[src/rtl/posit_div_err_if.sv]
// posit_div_err_if: divider result / golden reference sample bus
interface posit_div_err_if #(
    parameter int N = 8
);
    logic         in_valid;
    logic [N-1:0] dut_out;
    logic [N-1:0] golden;
    logic         last;

    modport master (output in_valid, dut_out, golden, last);
    modport slave  (input  in_valid, dut_out, golden, last);
endinterface

[src/rtl/posit_div_err_monitor.sv]
// posit_div_err_monitor: classifies posit divider error per sample and accumulates run statistics
module posit_div_err_monitor #(
    parameter int N   = 8,
    parameter int CW  = 17,
    parameter int THR = 2
) (
    input  logic                  clk,
    input  logic                  rst_n,
    input  logic                  start_i,
    posit_div_err_if.slave        smp_i,
    output logic                  busy_o,
    output logic                  done_o,
    output logic [CW-1:0]         sample_cnt_o,
    output logic [CW-1:0]         exact_cnt_o,
    output logic [CW-1:0]         ulp1_cnt_o,
    output logic [CW-1:0]         big_cnt_o,
    output logic [CW-1:0]         nar_cnt_o,
    output logic [N-1:0]          max_diff_o
);
    typedef enum logic [1:0] {IDLE, RUN, DONE} state_t;

    localparam logic [N-1:0] NAR = {1'b1, {(N-1){1'b0}}};

    state_t        state_q;
    logic          busy_q, done_q;
    logic [CW-1:0] sample_q, exact_q, ulp1_q, big_q, nar_q;
    logic [N-1:0]  max_q;
    logic [N:0]    sub_d;
    logic [N-1:0]  diff_d;
    logic          nar1_d;

    function automatic logic [CW-1:0] inc(input logic [CW-1:0] c);
        return (&c) ? c : c + CW'(1);
    endfunction

    // Signed (posit order) distance; both-NaR naturally yields diff 0 and counts as exact
    always_comb begin
        sub_d  = {smp_i.dut_out[N-1], smp_i.dut_out} - {smp_i.golden[N-1], smp_i.golden};
        diff_d = sub_d[N] ? N'(~sub_d + 1'b1) : sub_d[N-1:0];
        nar1_d = (smp_i.dut_out == NAR) != (smp_i.golden == NAR);
    end

    // Run FSM and statistics; start from any state (re)enters RUN with cleared statistics
    always_ff @(posedge clk) begin
        if (!rst_n || start_i) begin
            state_q  <= rst_n ? RUN : IDLE;
            busy_q   <= rst_n;
            done_q   <= 1'b0;
            sample_q <= '0;
            exact_q  <= '0;
            ulp1_q   <= '0;
            big_q    <= '0;
            nar_q    <= '0;
            max_q    <= '0;
        end else if (state_q == RUN && smp_i.in_valid) begin
            sample_q <= inc(sample_q);
            if (nar1_d) begin
                nar_q <= inc(nar_q);
            end else begin
                if (diff_d == '0) exact_q <= inc(exact_q);
                if (diff_d == N'(1)) ulp1_q <= inc(ulp1_q);
                if (diff_d >= N'(THR)) big_q <= inc(big_q);
                if (diff_d > max_q) max_q <= diff_d;
            end
            if (smp_i.last) begin
                state_q <= DONE;
                busy_q  <= 1'b0;
                done_q  <= 1'b1;
            end
        end
    end

    assign busy_o       = busy_q;
    assign done_o       = done_q;
    assign sample_cnt_o = sample_q;
    assign exact_cnt_o  = exact_q;
    assign ulp1_cnt_o   = ulp1_q;
    assign big_cnt_o    = big_q;
    assign nar_cnt_o    = nar_q;
    assign max_diff_o   = max_q;
endmodule
[src/flat_wrapper.sv]
// flat-port wrapper written by rule: the top's interface ports become plain ports
module posit_div_err_monitor_flat 
#(
    parameter int N   = 8,
    parameter int CW  = 17,
    parameter int THR = 2
)
  (clk, rst_n, start_i, busy_o, done_o, sample_cnt_o, exact_cnt_o, ulp1_cnt_o, big_cnt_o, nar_cnt_o, max_diff_o, smp_i_in_valid, smp_i_dut_out, smp_i_golden, smp_i_last);
  posit_div_err_if #(.N(N)) smp_i_i ();
  input  logic clk;
  input  logic rst_n;
  input  logic start_i;
  output logic busy_o;
  output logic done_o;
  output logic [CW-1:0] sample_cnt_o;
  output logic [CW-1:0] exact_cnt_o;
  output logic [CW-1:0] ulp1_cnt_o;
  output logic [CW-1:0] big_cnt_o;
  output logic [CW-1:0] nar_cnt_o;
  output logic [N-1:0] max_diff_o;
  input wire logic [$bits(smp_i_i.in_valid)-1:0] smp_i_in_valid;
  input wire logic [$bits(smp_i_i.dut_out)-1:0] smp_i_dut_out;
  input wire logic [$bits(smp_i_i.golden)-1:0] smp_i_golden;
  input wire logic [$bits(smp_i_i.last)-1:0] smp_i_last;
  assign smp_i_i.in_valid = smp_i_in_valid;
  assign smp_i_i.dut_out = smp_i_dut_out;
  assign smp_i_i.golden = smp_i_golden;
  assign smp_i_i.last = smp_i_last;
  posit_div_err_monitor #(.N(N), .CW(CW), .THR(THR)) u_core (.clk(clk), .rst_n(rst_n), .start_i(start_i), .smp_i(smp_i_i), .busy_o(busy_o), .done_o(done_o), .sample_cnt_o(sample_cnt_o), .exact_cnt_o(exact_cnt_o), .ulp1_cnt_o(ulp1_cnt_o), .big_cnt_o(big_cnt_o), .nar_cnt_o(nar_cnt_o), .max_diff_o(max_diff_o));
endmodule
[config.mk]
export PLATFORM = sky130hd
export DESIGN_NAME = posit_div_err_monitor_flat
export DESIGN_NICKNAME = d
export VERILOG_FILES = /design/src/rtl/posit_div_err_if.sv /design/src/rtl/posit_div_err_monitor.sv /design/src/flat_wrapper.sv
export SDC_FILE = /design/constraint.sdc
export NUM_CORES = 1
export LEC_CHECK = 0
export CORE_MARGIN = 1.5
export CORE_UTILIZATION = 55
export DETAILED_ROUTE_END_ITERATION = 16
export HOLD_SLACK_MARGIN = 0.12
export PLACE_DENSITY = 0.89
export REMOVE_ABC_BUFFERS = 1
export SLEW_MARGIN = 30
export SYNTH_ARGS = -nofsm -noshare
export SYNTH_HDL_FRONTEND = slang
export SYNTH_SLANG_ARGS = --single-unit
[constraint.sdc]
create_clock -name clk -period 12.05 [get_ports clk]
set_input_delay 3.0125 -clock clk [delete_from_list [all_inputs] [get_ports clk]]
set_output_delay 3.0125 -clock clk [all_outputs]
set_load 0.02 [all_outputs]
# Yosys cells after proc, flatten, opt, wreduce, memory -nomap -nowiden
# Cells that the tools add are included.
# totals
reg_bits,97
out_inout_bits,95
elab_cells,57
# classes
addsub,7
order_cmp,2
eq_ne,5
n_mux,8
bitwise,7
reduce_logical,19
# op_table
operator,n
$add A17 B1 Y17 const B,5
$reduce_and A17 Y1,5
$eq A8 B8 Y1 const B,2
$reduce_and A4 Y1,3
$sub A8 B8 Y9,1
$add A8 B1 Y8 const B,1
$eq A8 B1 Y1 const B,1
$ge A8 B2 Y1 const B,1
$gt A8 B8 Y1,1
$logic_not A8 Y1,1
$mux W8,1
$not A8 Y8,1
$mux W2,3
$not A1 Y1,6
$reduce_and A2 Y1,3
$reduce_and A3 Y1,2
$mux W1,4
$reduce_bool A2 Y1,2
$eq A2 B1 Y1 const B,1
$logic_and A1 B1 Y1,1
$logic_not A1 Y1,1
$logic_or A1 B1 Y1,1
$ne A1 B1 Y1,1

# Depth between registers and ports, before layout
# Gate-level depths: netlist (run 1).
# depth
depth_word,6
depth_mapped,17
ltp_nobuf,17

# Worst setup path after synthesis (run 1)
# No wires, ideal clock.
# synth_timing
path_type,input-to-reg
start,input port smp_i_dut_out[0]
end,"register u_core.max_q[0], in the netlist u_core.max_diff_o[0]"
t_arrival_ns,6.608
required_time_ns,11.964
path_slack_ns,5.357
stages,17
cell_sequence,inv_1 > ha_1 > fa_1 > and2_0 > buf_1 > nand3_1 > mux2i_1 > nand2_1 > o31a_1 > and3_1 > or2_2 > ha_1 > nand3_1 > or2_2 > o211ai_1 > a21oi_1 > a211oi_1
# synth_between
elab_chain_cells,6
word_cells_on_any_way,9
# synth_lines
element,line,rtl
"start, declared",flat_wrapper.sv:22,input wire logic [$bits(smp_i_i.dut_out)-1:0] smp_i_dut_out;
$sub A8 B8 Y9,posit_div_err_monitor.sv:38,"sub_d = {smp_i.dut_out[N-1], smp_i.dut_out} - {smp_i.golden[N-1], smp_i.golden};"
$not A8 Y8,posit_div_err_monitor.sv:39,diff_d = sub_d[N] ? N'(~sub_d + 1'b1) : sub_d[N-1:0];
$add A8 B1 Y8,posit_div_err_monitor.sv:39,
$mux W8,posit_div_err_monitor.sv:39,
$gt A8 B8 Y1,posit_div_err_monitor.sv:63,if (diff_d > max_q) max_q <= diff_d;
$reduce_and A3 Y1 (no line),n/a,
"end signal, assigned",posit_div_err_monitor.sv:63,
"end, declared",posit_div_err_monitor.sv:27,logic [N-1:0] max_q;
# Several ways; a longest one is shown, not always the timed one.
# A chain may end at the register's enable or synchronous reset.

# Worst setup path in the final report (run 1)
# Ends and elaborated chain as after synthesis.

==> results of run 1 <==
-- cell families (layout without fill, tap and decap cells) --
logic type | Yosys count | after routing
AO/OA/AOI/OAI | 166 | 166
XOR/XNOR | 33 | 33
adder cells (fa/ha/maj) | 27 | 27
buffers and inverters | 54 | 159
flip-flops | 96 | 96
multiplexers | 8 | 8
AND/OR/NAND/NOR | 283 | 283
-- sequential cells by signal, summed over array words and instances, names as in the netlist --
signal and cells:
u_core.big_cnt_o 17, u_core.exact_cnt_o 17, u_core.nar_cnt_o 17, u_core.sample_cnt_o 17, u_core.ulp1_cnt_o 17, u_core.max_diff_o 8
u_core.busy_o 1, u_core.done_o 1, u_core.state_q 1
-- power by group --
| part | internal, mW | total (mW) | switching [mW] |
|---|---|---|---|
| clock | 0.111 | 0.232 | 0.121 |
| sequential | 0.320 | 0.321 | 0.00126 |
| combinational | 0.0504 | 0.127 | 0.0763 |
| total | 0.481 | 0.680 | 0.199 |
-- synth_stat cells, drive strengths merged, types with 4 or more instances --
cell type | count | area, um2
a21oi | 69 | 349.1
and2 | 6 | 37.54
and3 | 19 | 123.9
and4 | 4 | 35.03
buf | 4 | 30.03
clkbuf | 26 | 97.59
dfxtp | 94 | 1882
ha | 26 | 325.3
inv | 23 | 86.33
mux2i | 7 | 70.07
nand2 | 57 | 214.0
nand2b | 6 | 37.54
nand3 | 32 | 160.2
nand4 | 15 | 93.84
nand4b | 4 | 35.03
nor2 | 54 | 202.7
nor3 | 10 | 50.05
o21ai | 28 | 140.1
o31ai | 39 | 292.8
or2 | 6 | 37.54
or3 | 19 | 118.9
or4 | 36 | 274.0
xnor2 | 17 | 148.9
xor2 | 14 | 130.1
-- path summary, 6_finish.rpt --
path | startpoint | endpoint | cells after the start
worst max-delay path | smp_i_dut_out[0] | u_core.max_diff_o[0] | 17
worst min-delay path | u_core.done_o | u_core.done_o | 2
worst max register to register | u_core.ulp1_cnt_o[7] | u_core.ulp1_cnt_o[12] | 11
worst min register to register | u_core.done_o | u_core.done_o | 2
-- routing by layer --
layer | share of wire [%] | track usage [%]
met1 | 42 | 32.14
met2 | 49 | 45.85
met3 | 6.7 | 5.424
met4 | 1.5 | 7.069
met5 | 0 | 0
-- cell type report --
type	count	area [um2]
multi-input cells	517	3333
fillers	770	2780
repair buffers	119	1197
inverters	24	90.09
clock inverters	6	71.32
flip-flops and latches	96	1942
clock buffers	10	148.9
well taps	133	166.4
-- placed cells by master (no fill, tap or decap), types with 18 or more instances in the layout --
master,instances
nand3_1,32
a21oi_1,68
or4_1,35
o21ai_0,28
o31ai_1,39
ha_1,26
clkdlybuf4s50_1,115
nand2_1,57
nor2_1,54
dfxtp_1,94
and3_1,18
or3_1,19
inv_1,23
-- stage by stage --
| step | utilization [%] | setup WS, ns | cells |
|---|---|---|---|
| floorplan | - | 5.200 | 637 |
| global placement | 68.84 | 4.641 | 887 |
| detailed placement | 68.84 | 4.394 | 887 |
| CTS | 71.10 | 4.725 | 903 |
| global route | 71.42 | 4.313 | 905 |
| finish | 71.42 | 4.656 | 905 |
-- worst register-to-register path, cell delays in order, from the launching register on --
cell	delay, ns
dfxtp_1	0.36
and3_1	0.21
and3_1	0.21
and3_1	0.20
and2_1	0.18
and4_1	0.20
ha_1	0.17
or3_1	0.67
a31oi_1	0.28
or4b_1	0.61
or3_1	0.40
a21oi_1	0.13
==> metrics.csv, run 1 <==
stage,metric,value,unit
grt,grt_pass1_wl,22160,um
clock_network,htreeDepth,3,
floorplan,rows,36,
min_path,hold_class,flop to flop,
timing,finalSetupViolations,0,
timing,slew-limit-headroom,39.40,%
routing,drc,0,
setup_path,cp-end-kind,flop,
logic_synthesis,yosysWarnings,0,
power_and_ir_drop,ir_worst_vdd,0.00007651,V
clock_network,cts_inserted_buffers,9,
timing,finalHoldViolCount,0,
logic_synthesis,synth_xor_area_share,5.915,%
setup_path,r2r_setup_slack,8.38,ns
clock_network,cts_root_buf,clkbuf_8,
grt,grt_antenna_before_repair,0,
grt,track_usage,25.93,%
cells_and_area,design_area,6949,um2
logic_synthesis,synth_top_family_by_area,simple AND/OR/NAND/NOR gates,
clock_network,cts_hold_buffers,0,
setup_path,cp_num_buf_inv,2,
cells_and_area,area_growth,26.83,%
floorplan,die_h,102.8,um
setup_path,slowest_stage,fa_1,
cells_and_area,drive_above_1_share,4.534,%
logic_synthesis,yosys-mux-area-fraction,1.484,%
place,place_hpwl,9999,um
logic_synthesis,synth-adder-area-share,6.303,%
timing,rsz0062_at_grt,no,
logic_synthesis,synth-edff-count,2,
grt,grt_pass1_vias,4966,
logic_synthesis,yosysSeqAreaShare,35.44,%
logic_synthesis,synth.distinct_cells,61,
timing,layout_min_cycle_time,7.394,ns
logic_synthesis,synth-simple-area-share,27.95,%
power_and_ir_drop,power_leakage,2.282,nW
routing,drt_wl_total,14020,um
grt,grt_overflow,0,
logic_synthesis,synth_ff_type,dfxtp_1,
run_status,status,finished clean,
logic_synthesis,async_flop_share,0,%
logic_synthesis,synth-compound-area-share,18.93,%
cells_and_area,nets,815,
timing,clock.fmax,135.2,MHz
routing,drt_pass1_iterations,5,
floorplan,core,9729,um2
place,place_area,6698,um2
routing,ant_nets,0,
clock_network,path_clk_slew,0.10,ns
clock_network,cts_tree,done,
timing,maxSlewViolCount,0,
grt,grt_max_degree,95,
routing,vias,5472,
setup_path,critPathTopFamily,compound AO/OA/AOI/OAI gates,
cells_and_area,antenna_cells,0,
job,drv_cap,0,
floorplan,start_util,56.31,%
logic_synthesis,netlist_instances,667,
setup_path,cp_cell_sequence,clkdlybuf4s50_1 -> inv_1 -> ha_1 -> fa_1 -> and2_0 -> nand3_1 -> mux2i_1 -> nand2_1 -> o31ai_1 -> a21oi_1 -> or2_2 -> ha_1 -> nand3_1 -> or2_2 -> o211ai_1 -> a21oi_1 -> a211oi_1,
routing,vias_per_cell,6.046,
routing,drt_iter0_drc,302,
timing,clock_skew,0.01096,ns
timing,worstMarginPinSlew,0.8973,ns
setup_path,cp-start-kind,primary input,
timing,hold_ws,0.4910,ns
floorplan,dieArea,10570,um2
setup_path,worstSetupPathType,primary input to flop,
floorplan,die_w,102.8,um
setup_path,cp.arrival,7.67,ns
power_and_ir_drop,p_per_area,97.86,nW/um2
timing,period_share,61.36,%
clock_network,cts.repair.resized,0,
place,gp_congestion,0.9199,
logic_synthesis,syn_area,5479,um2
setup_path,crit_fanout,8,
setup_path,cp.required,12.33,ns
timing,setup_tns,0,ns
clock_network,cts_setup_buffers,0,
logic_synthesis,avgSynthCellArea,8.214,um2
place,port_buffers,115,
logic_synthesis,synth_seq_cells,96,
floorplan,ios,116,
clock_network,clk_latency,0.36,ns
routing,post_drt_wl_per_cell,15.49,um
setup_path,critical-path-max-stage-delay,0.56,ns
clock_network,clk_path_buf_depth,2,
power_and_ir_drop,power,0.6800,mW
clock_network,cts_sinks,96,
(Power assumes the default switching activity.)
==> run 2, diff against run 1 <==
--- a/config.mk
+++ b/config.mk
@@ -6,10 +6,10 @@
 export NUM_CORES = 1
 export LEC_CHECK = 0
 export CORE_MARGIN = 1.5
-export CORE_UTILIZATION = 55
+export CORE_UTILIZATION = 52
 export DETAILED_ROUTE_END_ITERATION = 16
 export HOLD_SLACK_MARGIN = 0.12
-export PLACE_DENSITY = 0.89
+export PLACE_DENSITY = 0.85
 export REMOVE_ABC_BUFFERS = 1
 export SLEW_MARGIN = 30
 export SYNTH_ARGS = -nofsm -noshare
==> constraint.sdc (replaced) <==
create_clock -name clk -period 6.91 [get_ports clk]
set_input_delay 1.7275 -clock clk [delete_from_list [all_inputs] [get_ports clk]]
set_output_delay 1.7275 -clock clk [all_outputs]
set_load 0.02 [all_outputs]
==> run 2 against run 1 <==
Design area decreased by 0.59%; die area is 5.6% higher; count of clock-buffer cells in the layout unchanged; setup slack worse by 3.8 ns; sequential share of layout area is 0.17 points higher; via count increased by 0.51%; worst hold slack better by 0.0078 ns; non-clock buffer count is the same; routed wire length shrank 0.27%; sequential cell count is the same; register-to-register slack worse by 5.2 ns; final cell count up 0.33%; critical path type unchanged; critical endpoint is now u_core.max_diff_o[6].
==> metrics.csv, run 2 (same netlist as run 1, synthesis figures left out) <==
stage,metric,value,unit,change
grt,grt_antenna_before_repair,0,,unchanged
routing,vias_per_cell,6.057,,+0.18%
timing,period_share,88.01,%,
grt,grt_pass1_wl,22830,um,+3.0%
place,port_buffers,115,,unchanged
timing,hold_ws,0.4988,ns,+0.007793 ns
place,gp_congestion,0.8944,,-2.8%
power_and_ir_drop,ir_worst_vdd,0.0001142,V,+49%
clock_network,htreeDepth,3,,unchanged
routing,post_drt_wl_per_cell,15.40,um,-0.60%
setup_path,cp-start-kind,primary input,,
timing,finalHoldViolCount,0,,unchanged
cells_and_area,final.fill_count,897,,+16%
clock_network,cts_hold_buffers,0,,unchanged
floorplan,start_util,53.31,%,-3.0 points
place,place_hpwl,10290,um,+2.9%
clock_network,cts_sinks,96,,unchanged
cells_and_area,drive_above_1_share,4.534,%,unchanged
cells_and_area,final_common_cell,clkdlybuf4s50_1,,
cells_and_area,antenna_cells,0,,unchanged
power_and_ir_drop,power_leakage,2.261,nW,-0.93%
timing,slew-limit-headroom,37.25,%,-2.2 points
timing,maxSlewViolCount,0,,unchanged
timing,rsz0062_at_grt,no,,
setup_path,startpoint,smp_i_dut_out[0],,
cells_and_area,nets,815,,unchanged
clock_network,cts_tree,done,,
timing,clock_skew,0.01717,ns,+0.006208 ns
grt,grt_overflow,0,,unchanged
floorplan,dieArea,11160,um2,+5.6%
clock_network,cts_inserted_buffers,9,,unchanged
routing,drc,0,,unchanged
setup_path,critical-path-max-stage-delay,0.52,ns,-0.04 ns
clock_network,clk_latency,0.38,ns,+0.02 ns
timing,worstMarginPinSlew,0.9292,ns,+0.03185 ns
routing,drt_pass1_iterations,5,,unchanged
setup_path,cp-end-kind,flop,,
setup_path,crit_fanout,8,,unchanged
floorplan,ios,116,,unchanged
grt,track_usage,24.67,%,-1.3 points
setup_path,r2r-start,u_core.ulp1_cnt_o[6],,
cells_and_area,final_cell_mix,"115 x clkdlybuf4s50_1, 94 x dfxtp_1, 68 x a21oi_1, 57 x nand2_1, 54 x nor2_1",,
clock_network,cts_setup_buffers,0,,unchanged
routing,vias,5500,,+0.51%
setup_path,cp.arrival,6.35,ns,-1.32 ns
clock_network,clk_path_buf_depth,2,,unchanged
timing,clock.fmax,164.4,MHz,
cells_and_area,area_growth,26.08,%,
timing,finalSetupViolations,0,,unchanged
floorplan,core,10280,um2,+5.6%
grt,grt_pass1_vias,5026,,+1.2%
timing,layout_min_cycle_time,6.082,ns,
timing,setup_tns,0,ns,unchanged
routing,drt_wl_total,13980,um,-0.27%
floorplan,rows,37,,+2.8%
routing,ant_nets,0,,unchanged
cells_and_area,multi_input_area,3328,um2,-0.15%
min_path,hold_class,flop to flop,,
setup_path,worstSetupPathType,primary input to flop,,
cells_and_area,ff_latch_area,1942,um2,unchanged
setup_path,cp_cell_sequence,clkdlybuf4s50_1 -> inv_1 -> ha_1 -> fa_1 -> nand2b_1 -> a21oi_1 -> o32ai_1 -> nor2_1 -> o31ai_1 -> and3_1 -> or2_2 -> ha_1 -> nand3_1 -> or2_2 -> o211ai_1 -> a21oi_1 -> a211oi_1,,
min_path,hp-start,u_core.ulp1_cnt_o[10],,
clock_network,cts_root_buf,clkbuf_8,,
routing,drt_iter0_drc,307,,+1.7%
setup_path,cp.required,7.18,ns,-5.15 ns
job,drv_cap,0,,unchanged
setup_path,slowest_stage,o211ai_1,,
power_and_ir_drop,p_per_area,165.3,nW/um2,+69%
clock_network,path_clk_slew,0.10,ns,about the same
floorplan,die_h,105.6,um,+2.8%
grt,grt_max_degree,57,,-40%
clock_network,cts.repair.resized,0,,unchanged
run_status,status,finished clean,,
floorplan,die_w,105.6,um,+2.8%
==> run 2: worst max-delay path: cells and delay by family <==
family	cells	cell delay [ns]
adders and majority gates	3	0.96
and+or+nand+nor	6	1.57
buffers and inverters	2	0.54
AOI/OAI and AO/OA	6	1.57
==> run 2: power breakdown <==
part	internal, mW	switching, mW
logic	0.0866	0.132
clock network	0.149	0.214
registers	0.558	0.00236
==> run 2: final timing paths <==
check	slack, ns	end	depth (start not counted)
worst max-delay path	0.83	u_core.max_diff_o[6]	17
worst min-delay path	0.50	u_core.ulp1_cnt_o[10]	2
worst max register to register	3.20	u_core.ulp1_cnt_o[12]	11
worst min register to register	0.50	u_core.ulp1_cnt_o[10]	2
==> run 2: final cells by class <==
cell class	instances	share of cell area, %
timing repair buffer	119	17.15
sequential	96	28.11
clock buffer	10	1.992
inverter	24	1.304
tap	136	2.463
multi-input combinational	517	48.18
clock inverter	6	0.7970
==> run 2: per-layer routing <==
layer / track usage, % / vias to the layer above / share of wire (%)
met5: 0 / - / 0
met4: 9.846 / 0 / 2.3
met3: 5.009 / 29 / 5.8
met2: 41.74 / 186 / 48
met1: 30.64 / 2601 / 44
li1: - / 2684 / -
==> run 2: per-stage QoR <==
stage | setup WS [ns] | total power [mW] | instance area, um2 | util, % | std cells
after floorplan | 1.345 | 0.7249 | 5351 | - | 637
after global placement | 0.7802 | 0.7752 | 6704 | 65.23 | 891
after detailed placement | 0.5526 | 0.7863 | 6704 | 65.23 | 891
after CTS | 0.9432 | 1.145 | 6897 | 67.10 | 907
after global routing | 0.5775 | 1.197 | 6908 | 67.21 | 908
final | 0.8284 | 1.142 | 6908 | 67.21 | 908
==> run 3, diff against run 2 <==
--- a/config.mk
+++ b/config.mk
@@ -7,6 +7,7 @@
 export LEC_CHECK = 0
 export CORE_MARGIN = 1.5
 export CORE_UTILIZATION = 52
+export CTS_CLUSTER_DIAMETER = 100
 export DETAILED_ROUTE_END_ITERATION = 16
 export HOLD_SLACK_MARGIN = 0.12
 export PLACE_DENSITY = 0.85
==> results of run 3 <==
No change in the layout: final DEF, timing and power equal those of run 2.
